## src/rtl/stream_mux_rr.sv

```systemverilog
// N-to-1 stream multiplexer with round-robin or fixed-select arbitration
// feeding a single registered output stage.
module stream_mux_rr #(
   parameter int WIDTH = 8,
   parameter int NCH   = 8,
   parameter int SW    = $clog2(NCH)
) (
   input  logic                 clk,
   input  logic                 rst,
   input  logic                 mode,
   input  logic [SW-1:0]        sel,
   input  logic [NCH-1:0]       in_valid,
   input  logic [NCH*WIDTH-1:0] in_data,
   output logic [NCH-1:0]       in_ready,
   output logic                 out_valid,
   input  logic                 out_ready,
   output logic [WIDTH-1:0]     out_data,
   output logic [SW-1:0]        out_ch
);

   localparam int SW1 = SW + 1;

   logic             out_valid_reg, out_valid_next;
   logic [WIDTH-1:0] out_data_reg, out_data_next;
   logic [SW-1:0]    out_ch_reg, out_ch_next;
   logic [SW-1:0]    ptr_reg, ptr_next;

   logic             load_en;
   logic             rr_found, fx_found, grant_valid;
   logic [SW-1:0]    rr_idx, grant_idx;
   logic [SW-1:0]    cand_idx [NCH];
   logic [NCH-1:0]   cand_valid;
   logic [WIDTH-1:0] ch_data [NCH];

   assign load_en = ~out_valid_reg | out_ready;

   // Candidate gi is the channel gi places above ptr, wrapped modulo NCH.
   for (genvar gi = 0; gi < NCH; gi++) begin : g_cand
      logic [SW:0] sum;
      assign sum            = {1'b0, ptr_reg} + SW1'(gi);
      assign cand_idx[gi]   = (sum >= SW1'(NCH)) ? SW'(sum - SW1'(NCH)) : SW'(sum);
      assign cand_valid[gi] = in_valid[cand_idx[gi]];
      assign ch_data[gi]    = in_data[gi*WIDTH +: WIDTH];
   end

   always_comb begin
      rr_found = 1'b0;
      rr_idx   = '0;
      for (int k = 0; k < NCH; k++) begin
         if (!rr_found && cand_valid[k]) begin
            rr_found = 1'b1;
            rr_idx   = cand_idx[k];
         end
      end
   end

   // An out-of-range sel never matches any channel, so it yields no grant.
   always_comb begin
      fx_found = 1'b0;
      for (int k = 0; k < NCH; k++) begin
         if (sel == SW'(k)) fx_found = in_valid[k];
      end
   end

   assign grant_valid = mode ? fx_found : rr_found;
   assign grant_idx   = mode ? sel : rr_idx;

   for (genvar gi = 0; gi < NCH; gi++) begin : g_ready
      assign in_ready[gi] = ~rst & load_en & grant_valid & (grant_idx == SW'(gi));
   end

   always_comb begin
      out_valid_next = out_valid_reg;
      out_data_next  = out_data_reg;
      out_ch_next    = out_ch_reg;
      ptr_next       = ptr_reg;
      if (load_en) begin
         out_valid_next = grant_valid;
         if (grant_valid) begin
            out_data_next = ch_data[grant_idx];
            out_ch_next   = grant_idx;
            if (!mode) begin
               ptr_next = (grant_idx == SW'(NCH - 1)) ? '0 : grant_idx + SW'(1);
            end
         end
      end
   end

   always_ff @(posedge clk) begin
      if (rst) begin
         out_valid_reg <= 1'b0;
         out_data_reg  <= '0;
         out_ch_reg    <= '0;
         ptr_reg       <= '0;
      end else begin
         out_valid_reg <= out_valid_next;
         out_data_reg  <= out_data_next;
         out_ch_reg    <= out_ch_next;
         ptr_reg       <= ptr_next;
      end
   end

   assign out_valid = out_valid_reg;
   assign out_data  = out_data_reg;
   assign out_ch    = out_ch_reg;

endmodule

```

## config.mk

```make
export PLATFORM = sky130hd
export DESIGN_NAME = stream_mux_rr
export DESIGN_NICKNAME = d
export VERILOG_FILES = /design/src/rtl/stream_mux_rr.sv
export SDC_FILE = /design/constraint.sdc
export NUM_CORES = 1
export LEC_CHECK = 0
export BUFFER_PORTS_ARGS = -buffer_cell sky130_fd_sc_hd__buf_2
export CAP_MARGIN = 20
export CORE_UTILIZATION = 54
export DETAILED_ROUTE_END_ITERATION = 10
export PLACE_DENSITY = 0.85
export SLEW_MARGIN = 20
export SYNTH_ARGS = -nofsm -noshare
export SYNTH_HDL_FRONTEND = slang
export SYNTH_SLANG_ARGS = --single-unit
```

## constraint.sdc

```tcl
create_clock -name clk -period 10.2 [get_ports clk]
set_input_delay 0.51 -clock clk [delete_from_list [all_inputs] [get_ports clk]]
set_output_delay 0.51 -clock clk [all_outputs]
set_load 0.01 [all_outputs]
```

==> impl_metrics.ini, run 1 <==
[clock_network]
numCtsBuffers = 3
root_buffer = clkbuf_8
cts_max_path_buffers = 2
htree_num_levels = 1
clk_pin_slew_worst_paths_ns = 0.07
post_cts_resized = 0
cts_hold_buf = 0
worstSkewPairLatency_ns = 0.25
cts.sinks = 15
cts_tree = yes
post_cts_buffers = 0

[sta]
slew_headroom_pct = 30.8
hold_violations = 0
rsz0062_at_grt = false
report.final.slew_viol_count = 0
finalHoldWorstSlack_ns = 0.475
finalClockSkew_ns = 0.00226
tightestPinTransition_ns = 1.04
clock.fmax_mhz = 167
finalCriticalPeriod_ns = 5.98
fin_crit_sh_pct = 58.6
tns_ns = 0
finalSetupViolCount = 0

[detailed_routing]
first_pass_iters = 7
ant_nets = 0
viasPerCell = 6.39
totalWireLength_mm = 6.89
routedWlPerCell_um = 17.1
drt_iter0_drc = 301
post-route-drc-count = 0
routed-via-count = 2576

[logic_synthesis]
ys.warnings.count = 0
synth_area_mm2 = 0.00243
synth_area_per_cell_um2 = 9.13
yosysMostFrequentCell = mux2i_1
async_reset_ff_share_pct = 0
syn_inst = 266
yosys.cell_types.count = 61
synth_top_cell_area_share_pct = 18.9
ys_ff_latch = 15
yosysSeqAreaShare_pct = 12.4
synth_common_cells = mux2i_1 (46), nor2_1 (34), dfxtp_1 (15), mux4_2 (15), nand2_1 (15)
synth_ff_type = dfxtp_1
synth.top_cells.by_area = mux2i_1 (19%), mux4_2 (14%), dfxtp_1 (12%), nor2_1 (5.3%), o211a_1 (2.9%)
yosys.area.top_type = mux2i_1
synth_edf_count = 0
synth_nets = 348

[worst_setup_path]
crit_fanout = 19
critPathKind = reg -> out
worstPathRequired_ns = 9.69
cp-start-kind = flop
crit_path_end_kind = primary output
worstPathArrival_ns = 5.47

[worst_hold_path]
worstHoldPathType = reg -> reg

[floorplanning]
die_y_um = 69.1
rows = 24
dieWidth_um = 69.1
initial_core_util_pct = 55.8
io_pins = 99
core_mm2 = 0.00435
die-area_mm2 = 0.00477

[grt]
globalRouteOverflowTotal = 0
grt_pass1_vias = 2426
antenna_found_initial = 0
track_usage_pct = 28.5
grt_max_degree = 38
grt_pass1_wl_mm = 11.4

[layout]
n_fill_cell = 345
final_util_pct = 67.2
drive_above_1_share_pct = 40.2
area_growth_pct = 20.4
num_antenna_cells = 0
largest_reg_flops = 8
num-nets-final = 434

[place]
dpl.hpwl_mm = 5.34
portBuffers = 98
gp_congestion = 0.940

[power]
p_per_area_mw_per_mm2 = 168
ir_drop_v = 0.0000981
p_leak_uw = 0.00139

[status]
status = finished, final reports clean

[flow_run]
max_cap_violations = 0
## placed cells by master, fill, tap and decap left out, types with 4 or more instances in the layout
cell,n
a21oi_1,8
a221oi_1,4
a22oi_1,8
buf_2,98
dfxtp_1,15
inv_1,9
mux2_2,6
mux2i_1,46
mux4_2,15
nand2_1,15
nor2_1,34
nor3_1,8
nor4_1,5
o211a_1,7
o21ai_0,4
## power breakdown
group / internal [µW] / switching, µW / total, µW
sequential: 71.1 / 14.4 / 85.5
clock: 27.7 / 22.8 / 50.6
combinational: 158 / 197 / 355
## cells by family (layout without fill, tap and decap cells)
kind of cell / after synthesis / in the layout / share of synthesized area (%)
simple gates: 84 / 84 / 19.2
mux: 71 / 71 / 37.9
compound gates: 59 / 59 / 20.3
buf+inv: 28 / 113 / 6.18
flops: 15 / 15 / 12.4
xor+xnor: 6 / 6 / 2.47
fa+ha+maj: 3 / 3 / 1.54
## area by class of cell
| cell class | instances | area, µm² | share of cell area (%) |
|---|---|---|---|
| sequential | 15 | 300 | 10.3 |
| multi-input combinational | 223 | 1980 | 67.7 |
| timing repair buffer | 99 | 498 | 17.0 |
| tap | 52 | 65.1 | 2.22 |
| inverter | 10 | 37.5 | 1.28 |
| clock buffer | 4 | 45.0 | 1.54 |
## through the flow
step / worst slack, ns / instances / power, µW / cell area, µm²
4_1_cts: 4.30 / 403 / 483 / 2930
3_3_place_gp: 4.77 / 399 / 425 / 2880
3_5_place_dp: 4.57 / 399 / 432 / 2880
5_1_grt: 3.90 / 403 / 522 / 2930
6_report: 4.22 / 403 / 491 / 2930
2_1_floorplan: 6.06 / 266 / 363 / 2430
## worst max-delay path, stage by stage, from the launching register on
cell	delay (ns)
dfxtp_1	0.80
inv_1	0.43
ha_1	0.78
mux2_2	0.43
mux4_2	0.55
nand2b_4	0.20
a211o_1	0.29
a211o_1	0.33
a21oi_2	0.74
nand3_1	0.30
nor2_1	0.21
buf_2	0.15
## worst paths after layout
path,endpoint,startpoint,cells after the start,slack [ns]
min,out_ch[1],out_ch[1],2,0.47
min reg2reg,out_ch[1],out_ch[1],2,0.47
max reg2reg,out_data[7],ptr_reg[0],11,4.95
max,in_ready[0],ptr_reg[0],11,4.22
## layer usage
metal / vias to the layer above / global-route usage [%] / part of all wire, % / routed length, µm
li1: 1200 / - / - / -
met1: 1209 / 38.9 / 42 / 2890
met2: 149 / 47.0 / 48 / 3340
met3: 18 / 5.12 / 8.2 / 566
met4: 0 / 6.35 / 1.3 / 89
met5: - / 0 / 0 / 0
Power figures use the tool's default switching activity.
==> run 2, diff against run 1 <==
- ABC_AREA: not set -> 1
- CORE_UTILIZATION: 54 -> 49
- PLACE_DENSITY: 0.85 -> 0.79
- clock period: 10.2 -> 5.95 ns (I/O delays scaled with it)
==> impl_metrics.ini, run 2 <==
[logic_synthesis]
yosys.cell_types.count = 37
synth_area_mm2 = 0.00236
synth_top_cell_area_share_pct = 22.9
yosysMostFrequentCell = nand2_1
yosysSeqAreaShare_pct = 12.7
async_reset_ff_share_pct = 0
muxShareOfSynthArea_pct = 0
synth_edf_count = 0
yosys.area_share.simple_pct = 53.9
ys_ff_latch = 15
synth_top_family_by_area = simple AND/OR/NAND/NOR gates
synth_compound_area_share_pct = 13.5
synth_ff_type = dfxtp_1
ys.warnings.count = 0
synth-adder-area-share_pct = 1.59
synth_nets = 512
synth_xor_area_share_pct = 2.60
synth_area_per_cell_um2 = 5.48
synth.top_cells.by_area = nand2_1 (23%), dfxtp_1 (13%), nand3_1 (11%), inv_1 (9.4%), nor2_1 (7.0%)
syn_inst = 430
synth_common_cells = nand2_1 (144), inv_1 (59), nand3_1 (54)
yosys.area.top_type = nand2_1

[power]
p_int_uw = 334
power.share.switching_pct = 53.4
p_switching_uw = 383
p_per_area_mw_per_mm2 = 253
power_uw = 718
pwr-share-comb_pct = 69.1
ir_drop_v = 0.000171
seqPwrFrac_pct = 19.6
pwr-share-clk_pct = 11.3
p_leak_uw = 0.00167

[sta]
finalSetupViolCount = 0
finalCriticalPeriod_ns = 3.99
fin_crit_sh_pct = 67.1
slew_headroom_pct = 52.8
finalHoldWorstSlack_ns = 0.344
rsz0062_at_grt = false
clock.fmax_mhz = 250
hold_violations = 0
tightestPinTransition_ns = 0.705
tns_ns = 0
report.final.slew_viol_count = 0
finalClockSkew_ns = 0.00228

[floorplanning]
initial_core_util_pct = 52.7
die-area_mm2 = 0.00509
io_pins = 99
core_mm2 = 0.00447
die_y_um = 71.4
dieWidth_um = 71.4
rows = 24

[status]
status = finished with violations
failed_checks = DRC

[layout]
num-nets-final = 601
area_growth_pct = 20.4
final_util_pct = 63.5
layout_common_cells = nand2_1 (144), buf_2 (98), inv_1 (59)
final_common_cell = nand2_1
largest_reg_flops = 8
num_antenna_cells = 0
n_fill_cell = 447
drive_above_1_share_pct = 28.0

[detailed_routing]
first_pass_iters = 8
totalWireLength_mm = 6.53
ant_nets = 0
drt_iter0_drc = 172
routedWlPerCell_um = 11.5
post-route-drc-count = 2
routed-via-count = 2921
viasPerCell = 5.12

[grt]
globalRouteOverflowTotal = 0
grt_pass1_vias = 2590
track_usage_pct = 26.0
antenna_found_initial = 0
grt_pass1_wl_mm = 11.0
grt_max_degree = 39

[worst_setup_path]
critPathKind = reg -> out
crit_path_frequent_cell = nand2_1
slowest_delay_ns = 0.60
crit_slowest_cell = dfxtp_1
crit_path_end_kind = primary output
r2r.worst_path.cells = 22
crit_fanout = 38
timing.rr.end = out_data[5]
timing.rr.start = ptr_reg[0]
rrSetupSlack_ns = 2.31
crit_chain = inv_2 > ha_1 > inv_2 > nand3_2 > nand2_1 > nand2_1 > nand2_2 > o21ai_0 > nand2_1 > nand2_1 > nor2_1 > nand2_1 > nor2_1 > nand3_2 > nand2_2 > nand2_1 > nor2_1 > buf_2
worstPathArrival_ns = 3.70
cp-start-kind = flop
worstPathRequired_ns = 5.65

[place]
dpl.hpwl_mm = 5.33
portBuffers = 98
gp_congestion = 0.980

[worst_hold_path]
hold_path_end = out_data[3]
worstHoldPathType = in -> reg
worstHoldStart = rst
whs_path_depth = 4

[clock_network]
post_cts_buffers = 0
root_buffer = clkbuf_8
cts_max_path_buffers = 2
cts_tree = yes
post_cts_resized = 0
clk_pin_slew_worst_paths_ns = 0.06
worstSkewPairLatency_ns = 0.24
numCtsBuffers = 3
cts_hold_buf = 0
htree_num_levels = 1
cts.sinks = 15

[flow_run]
max_cap_violations = 0
run 2: worst max-delay path by stage:
stage | from | to | slack (ns)
after floorplan | ptr_reg[0] | in_ready[3] | 2.95
after global routing | ptr_reg[0] | in_ready[4] | 1.49
after detailed placement | ptr_reg[0] | in_ready[4] | 2.23
after CTS | ptr_reg[0] | in_ready[4] | 1.98
after global placement | ptr_reg[1] | in_ready[4] | 2.38
final | ptr_reg[0] | in_ready[4] | 1.96
run 2: per-stage QoR:
step           setup WS [ns]  area, µm²  cells
2_1_floorplan           2.95       2360    430
3_3_place_gp            2.38       2800    566
3_5_place_dp            2.23       2800    566
4_1_cts                 1.98       2840    570
5_1_grt                 1.49       2840    570
6_report                1.96       2840    570
run 2: layout make-up:
cell class	count	area (µm²)	share of cell area, %
clock buffer	4	45.0	1.59
inverter	67	251	8.85
multi-input combinational	334	1690	59.4
sequential	15	300	10.6
tap	52	65.1	2.29
timing repair buffer	98	490	17.3
run 2: per-layer routing:
layer / track usage [%] / routed length (µm) / vias to the layer above
met1: 34.5 / 2840 / 1278
met3: 2.11 / 421 / 6
met5: 0 / 0 / -
li1: - / - / 1535
met2: 46.3 / 3210 / 102
met4: 4.89 / 57 / 0
run 2: worst max-delay path, delay by kind of cell (launching register included):
family                   cells  cell delay, ns
AO/OA/AOI/OAI                1            0.08
adder cells (fa/ha/maj)      1            0.45
buffers and inverters        3            0.54
flip-flops                   1            0.60
AND/OR/NAND/NOR             13            1.78
run 2: logic make-up after synthesis:
logic type / Yosys count
xor gates and xnor gates: 4
adders and majority gates: 3
buffers and inverters: 81
DFF: 15
AOI/OAI and AO/OA: 49
and+or+nand+nor: 278
run 2: power by group through the flow:
stage | Combinational, µW | Sequential (µW) | Clock [µW]
2_1_floorplan | 394 | 140 | 0
3_3_place_gp | 489 | 141 | 0
3_5_place_dp | 493 | 142 | 0
4_1_cts | 494 | 140 | 82.5
5_1_grt | 566 | 143 | 87.1
6_report | 496 | 140 | 81.1
==> run 3, diff against run 2 <==
- clock period: 5.95 -> 4 ns (I/O delays scaled with it)
==> impl_metrics.ini, run 3 (synthesized netlist as in run 2, its figures left out) <==
[clock_network]
cts_hold_buf = 0
post_cts_resized = 0
post_cts_buffers = 0
cts_tree = yes
numCtsBuffers = 3
worstSkewPairLatency_ns = 0.24
htree_num_levels = 1
root_buffer = clkbuf_8
clk_pin_slew_worst_paths_ns = 0.06
cts_max_path_buffers = 2
cts.sinks = 15

[floorplanning]
io_pins = 99
die-area_mm2 = 0.00509
rows = 24
core_mm2 = 0.00447
die_y_um = 71.4
initial_core_util_pct = 52.7
dieWidth_um = 71.4

[sta]
tightestPinTransition_ns = 0.707
finalSetupViolCount = 0
finalClockSkew_ns = 0.00196
hold_violations = 0
rsz0062_at_grt = false
report.final.slew_viol_count = 0
finalCriticalPeriod_ns = 3.53
clock.fmax_mhz = 284
slew_headroom_pct = 52.7
tns_ns = 0
fin_crit_sh_pct = 88.2

[place]
portBuffers = 98
dpl.hpwl_mm = 5.41
gp_congestion = 0.924
place_area_mm2 = 0.00281

[detailed_routing]
totalWireLength_mm = 6.72
routedWlPerCell_um = 11.7
ant_nets = 0
first_pass_iters = 8
routed.top_layer = met4
viasPerCell = 5.11
post-route-drc-count = 2
routed-via-count = 2925
met1_length_mm = 3.06
wl_met3_um = 353
drt_iter0_drc = 200
wl_met2_mm = 3.21

[layout]
drive_above_1_share_pct = 28.3
largest_reg_flops = 8
stdcell_area_mm2 = 0.00286
layout_common_cells = nand2_1 (144), buf_2 (98), inv_1 (59)
num-nets-final = 603
n_fill_cell = 445
final_common_cell = nand2_1
area_growth_pct = 21.1
num_antenna_cells = 0

[power]
p_leak_uw = 0.00168
ir_drop_v = 0.000264
p_per_area_mw_per_mm2 = 377
power_uw = 1080

[flow_run]
max_cap_violations = 0

[worst_setup_path]
worstPathRequired_ns = 3.80
crit_fanout = 38
critPathKind = reg -> out
cp-start-kind = flop
worstPathArrival_ns = 3.33
r2r.worst_path.cells = 23
crit_path_end_kind = primary output

[worst_hold_path]
worstHoldPathType = in -> reg
whs_path_depth = 4

[status]
failed_checks = DRC
status = finished with violations

[grt]
globalRouteOverflowTotal = 0
grt_max_degree = 39
antenna_found_initial = 0
grt_pass1_vias = 2486
track_usage_pct = 26.3
grt_pass1_wl_mm = 10.9
[run 3: changes by cell type in the layout (fill, tap and decap cells not counted)]
cell,change
buf_4,+2
[run 3: area by class of cell]
type	instances	area (µm²)	area share [%]
multi-input combinational	334	1690	59.1
tap	52	65.1	2.28
clock buffer	4	45.0	1.58
timing repair buffer	100	505	17.7
inverter	67	251	8.81
sequential	15	300	10.5
[run 3: worst max-delay path: stages (launching register included)]
cell and delay, ns:
dfxtp_1 0.34, inv_2 0.14, ha_1 0.45, inv_2 0.12, nand3_1 0.13, nand2_1 0.08, nand2_1 0.07, nand2_2 0.08
nand2_1 0.10, nand2_1 0.06, nand2_1 0.06, nand2_1 0.06, nor2_1 0.10, nand2_1 0.05, nor2_1 0.11, nand3_2 0.12
nand2_2 0.55, nand2_1 0.15, nor2_1 0.13, buf_2 0.13
[run 3: metal layers]
layer | GRT usage [%] | vias to the layer above
li1 | - | 1540
met1 | 34.8 | 1266
met2 | 45.8 | 109
met3 | 2.39 | 10
met4 | 6.67 | 0
met5 | 0 | -
[run 3: per-stage QoR]
step                      hold slack [ns]  cells  util (%)  setup WS, ns
after global routing                0.255    572      63.8        0.0978
after CTS                           0.241    572      63.8         0.483
after detailed placement            0.480    568      62.8         0.770
final                               0.245    572      63.8         0.474
after floorplan                     0.373    430         -          1.10
after global placement              0.476    568      62.8         0.869
[run 3: final timing paths]
path	to	from	slack, ns
max	in_ready[0]	ptr_reg[0]	0.47
min	out_data[3]	rst	0.25
max reg2reg	out_data[4]	ptr_reg[0]	0.74
min reg2reg	out_ch[2]	out_ch[2]	0.50
[run 3: where the power goes]
group / switching (µW) / internal (µW) / total, µW
clock: 51.4 / 70.5 / 122
combinational: 504 / 252 / 756
sequential: 19.4 / 179 / 198
